--- config.mk ---
export PLATFORM = sky130hd
export DESIGN_NAME = mux_alu
export DESIGN_NICKNAME = d
export VERILOG_FILES = /design/src/rtl/mux_alu_pkg.sv /design/src/rtl/mux_alu_core.sv /design/src/rtl/mux_alu.sv
export SDC_FILE = /design/constraint.sdc
export NUM_CORES = 1
export LEC_CHECK = 0
export ABC_AREA = 0
export BUFFER_PORTS_ARGS = -buffer_cell sky130_fd_sc_hd__buf_2
export CAP_MARGIN = 5
export CORE_ASPECT_RATIO = 0.6
export CORE_UTILIZATION = 53
export CTS_CLUSTER_DIAMETER = 30
export DETAILED_ROUTE_END_ITERATION = 10
export GPL_TIMING_DRIVEN = 0
export PLACE_DENSITY = 0.77
export SLEW_MARGIN = 20
export SYNTH_ARGS = -nofsm -noshare
export SYNTH_HDL_FRONTEND = slang
export SYNTH_SLANG_ARGS = --single-unit
export TNS_END_PERCENT = 50
--- constraint.sdc ---
create_clock -name clk -period 1 [get_ports clk]
set_input_delay 0.3 -clock clk [delete_from_list [all_inputs] [get_ports clk]]
set_output_delay 0.3 -clock clk [all_outputs]
set_load 0.02 [all_outputs]
--- src/rtl/mux_alu_pkg.sv ---
// Shared widths, operation codes and reset value for the mux_alu datapath leaf.
package mux_alu_pkg;

  localparam int WIDTH = 8;
  localparam int SEL_W = 3;

  typedef enum logic [SEL_W-1:0] {
    OP_A   = 3'd0,
    OP_B   = 3'd1,
    OP_C   = 3'd2,
    OP_D   = 3'd3,
    OP_ADD = 3'd4,
    OP_SUB = 3'd5,
    OP_AND = 3'd6,
    OP_XOR = 3'd7
  } op_e;

  localparam logic [WIDTH:0] RST_VAL = '0;

endpackage

--- src/rtl/mux_alu_core.sv ---
// Combinational selector/ALU: maps sel_i and operands A..D to a WIDTH+1 bit result.
module mux_alu_core
  import mux_alu_pkg::*;
(
  input  logic [SEL_W-1:0] sel_i,
  input  logic [WIDTH-1:0] A,
  input  logic [WIDTH-1:0] B,
  input  logic [WIDTH-1:0] C,
  input  logic [WIDTH-1:0] D,
  output logic [WIDTH:0]   result
);

  logic [WIDTH:0] sum;
  logic [WIDTH:0] diff;

  // The extra MSB carries the add carry-out, or the borrow of the modular subtract
  assign sum  = {1'b0, A} + {1'b0, B};
  assign diff = {1'b0, C} - {1'b0, D};

  always_comb begin
    result = '0;
    case (op_e'(sel_i))
      OP_A:    result = {1'b0, A};
      OP_B:    result = {1'b0, B};
      OP_C:    result = {1'b0, C};
      OP_D:    result = {1'b0, D};
      OP_ADD:  result = sum;
      OP_SUB:  result = diff;
      OP_AND:  result = {1'b0, A & B};
      OP_XOR:  result = {1'b0, C ^ D};
      default: result = '0;
    endcase
  end

endmodule

--- src/rtl/mux_alu.sv ---
// Registered mux/ALU: the core result is captured into out on enabled rising edges.
module mux_alu
  import mux_alu_pkg::*;
(
  input  logic             clk,
  input  logic             rstn,
  input  logic [WIDTH-1:0] A,
  input  logic [WIDTH-1:0] B,
  input  logic [WIDTH-1:0] C,
  input  logic [WIDTH-1:0] D,
  input  logic [SEL_W-1:0] sel_i,
  input  logic             enb,
  output logic [WIDTH:0]   out
);

  logic [WIDTH:0] result;

  mux_alu_core u_core (
    .sel_i  (sel_i),
    .A      (A),
    .B      (B),
    .C      (C),
    .D      (D),
    .result (result)
  );

  // Reset discards whatever was held; enb low simply keeps the last result
  always_ff @(posedge clk or negedge rstn) begin
    if (!rstn) begin
      out <= RST_VAL;
    end else if (enb) begin
      out <= result;
    end
  end

endmodule

==> summary.txt <==
Floorplanning
  – Die height: 45.21 um
  – IO Count: 47
  – Die ar.: 3346 um2
  – FP Rows: 15
  – Initial Util: 0.5669
  – Core Box Area: 2909 um2
  – Die W: 74.01 um

Placement
  – Port Buffers: 45
  – Post-place setup slack: -1.235 ns
  – Hpwl dp: 3.713 mm
  – Gp weighted congestion: 0.9450

Drt
  – DRC: 0
  – Via density: 6.890
  – Wire per inst: 21.27 um
  – Routed Antenna Nets: 0
  – DRT iter0 DRCs: 319
  – Drt pass-1 iters: 5
  – Drt total wl: 6.764 mm
  – Vias: 2191

Clock network
  – Num CTS Buffers: 3
  – CTS H-tree lvls: 1
  – Worst-path clk slew: 0.05 ns
  – CTS tree: done
  – CTS root buf: clkbuf_8
  – Clock insertion delay at the later pin of the skew report: 0.25 ns
  – CTS max path bufs: 2
  – CTS Sinks: 9

Status
  – Status: finished, violations left
  – Failing checks: negative setup slack

Power and ir drop
  – Static Leak: 1.065 nW
  – PD cells: 921.7 nW/um2
  – Peak VDD IR: 0.6937 mV
  – Final Power: 2.316 mW

Finish
  – Commonest cells after routing, fill and taps aside: buf_2, o21ai_0, buf_4
  – Share of layout cells above drive strength 1: 0.4710
  – Filler cells: 150
  – Antenna cell count: 0
  – Final net count: 334
  – Top flop regs: out x9
  – Area of the multi-input gates: 1649 um2
  – Max FFs per register: 9
  – Biggest register: out
  – Commonest non-fill, non-tap cell in the layout: buf_2
  – Area grow syn2layout: 52.35%
  – Reg area: 225.2 um2

STA
  – Fmax: 535.7 MHz
  – RSZ-0062 raised after global routing: true
  – Setup Viol. Count Final: 18
  – Endpoints failing hold: 0
  – Clock Skew: 0 ns
  – Fin crit period: 1.867 ns
  – Period Utilization, post-route: 1.867
  – Max-slew violation count: 0
  – Setup ws final: -0.8668 ns
  – Slew margin rel.: 0.7228
  – Least-Margin Pin Slew: 0.4159 ns

Global routing
  – Gr ovfl total: 0
  – Vias in the first global route: 1780
  – First-pass GRT wire length: 8.728 mm
  – Largest net degree at the start of global routing: 11
  – Initial antenna violation count: 0
  – Global router's overall resource usage: 0.3578

Yosys
  – Syn Std Cell Area: 1649 um2
  – Syn_area_per_cell: 7.670 um2
  – Count of flip-flops with a built-in enable after synthesis: 0
  – Largest area contributor in the netlist: dfrtp_1
  – Seq/Total Area, Yosys: 0.1366
  – Yosys cell types: 51
  – #FFs+latches synth: 9
  – Synth Flop Type: dfrtp_1
  – Ys async rst share: 1.000
  – Post-synthesis instance total: 215
  – Syn_nets: 272
  – Area contributors post-synth: dfrtp_1, ha_1, o21ai_0
  – Area share of the largest cell type after synthesis: 0.1366
  – Synth warn: 0

Run
  – Maxcap violations: 0

Critical path
  – CP Max Fanout: 2
  – Arr. time, crit path: 1.99 ns
  – Worst Path Required: 1.13 ns
  – Critical Path Sink Type: flop
  – Slowest stage delay, CP: 0.38 ns
  – Startpoint types: input port
  – Highest-delay cell along the critical path: fa_2
  – Worst-path cell chain: buf_8 > ha_4 > fa_2 > a211oi_4 > o21bai_2 > a2111oi_4 > o21ai_1 > mux2_4
  – WS Path Type: in2reg

Min path
  – HP Class: in2reg
-- final timing paths --
check / startpoint / end / slack, ns / cells after the start
min reg2reg: out[2] / out[2] / 0.50 / 1
max in group asynchronous: rstn / out[5] / 0.32 / 2
min in group asynchronous: rstn / out[2] / 0.48 / 2
min: A[6] / out[6] / 0.40 / 3
max: A[0] / out[8] / -0.87 / 8
max reg2reg: out[3] / out[3] / 0.09 / 2
-- synth_stat cells, types with 2 or more instances --
cell,n
or3_1,5
o21ai_1,2
nand2b_1,8
a221oi_1,3
nand3_1,4
and3_1,4
nor3_1,3
clkbuf_1,5
nand3b_1,3
fa_1,2
a31oi_1,3
a21o_1,4
a211oi_1,7
nor2_1,12
xnor2_1,4
a21oi_1,17
a22oi_1,2
dfrtp_1,9
inv_1,15
nor2b_1,5
buf_2,6
ha_1,17
o22ai_1,3
o31ai_1,4
nand2_1,10
o211ai_1,4
o21ai_0,23
mux2i_1,8
-- cell families (layout without fill, tap and decap cells) --
| logic type | count (synthesis) | after routing | share of synthesized area |
|---|---|---|---|
| AOI/OAI and AO/OA | 85 | 85 | 0.3505 |
| and+or+nand+nor | 60 | 60 | 0.1988 |
| buffers and inverters | 28 | 89 | 0.06828 |
| adders and majority gates | 19 | 19 | 0.1533 |
| muxes | 10 | 10 | 0.07132 |
| DFF | 9 | 9 | 0.1366 |
| xor gates and xnor gates | 4 | 4 | 0.02124 |
-- layer usage --
metal / vias to the layer above / GRT usage / wire, um
met3: 61 / 0.1116 / 854
met2: 219 / 0.5273 / 2846
met1: 974 / 0.4763 / 2617
met4: 0 / 0.1731 / 445
li1: 937 / - / -
met5: - / 0 / 0
-- power breakdown --
part,internal [mW],switching [mW]
combinational,0.632,0.780
clock,0.281,0.176
sequential,0.416,0.0311
-- worst max-delay path: cells and delay by family --
kind            cells  cell delay (ns)
compound gates      4             0.79
buf+inv             1             0.10
mux                 1             0.26
fa+ha+maj           2             0.54
-- through the flow --
stage / utilization / TNS (ns) / hold WS [ns] / std cells / instance area (um2)
after CTS: 0.8305 / -5.347 / 0.3796 / 319 / 2416
after global routing: 0.8637 / -6.869 / 0.4272 / 318 / 2512
after detailed placement: 0.6830 / -8.370 / 0.1624 / 302 / 1987
after floorplan: - / -5.469 / 0.004409 / 215 / 1709
after global placement: 0.6830 / -8.148 / 0.1608 / 302 / 1987
final: 0.8637 / -6.120 / 0.3959 / 318 / 2512
-- area by class of cell --
type	instances	share of cell area
timing repair buffer	59	0.1514
tap	42	0.02092
inverter	16	0.02988
multi-input combinational	178	0.6564
clock buffer	4	0.01793
sequential	9	0.08964
buffer	10	0.03386
-- timing repair --
item                                    CTS  global route
buffers inserted                         13             2
hold buffers                              1             0
endpoints found under the hold margin     9             0
endpoints found under the setup margin   18            18
pin swaps                                30            15
gates resized for setup                  65            24
Note: power is estimated with default switching activity, not from simulation.
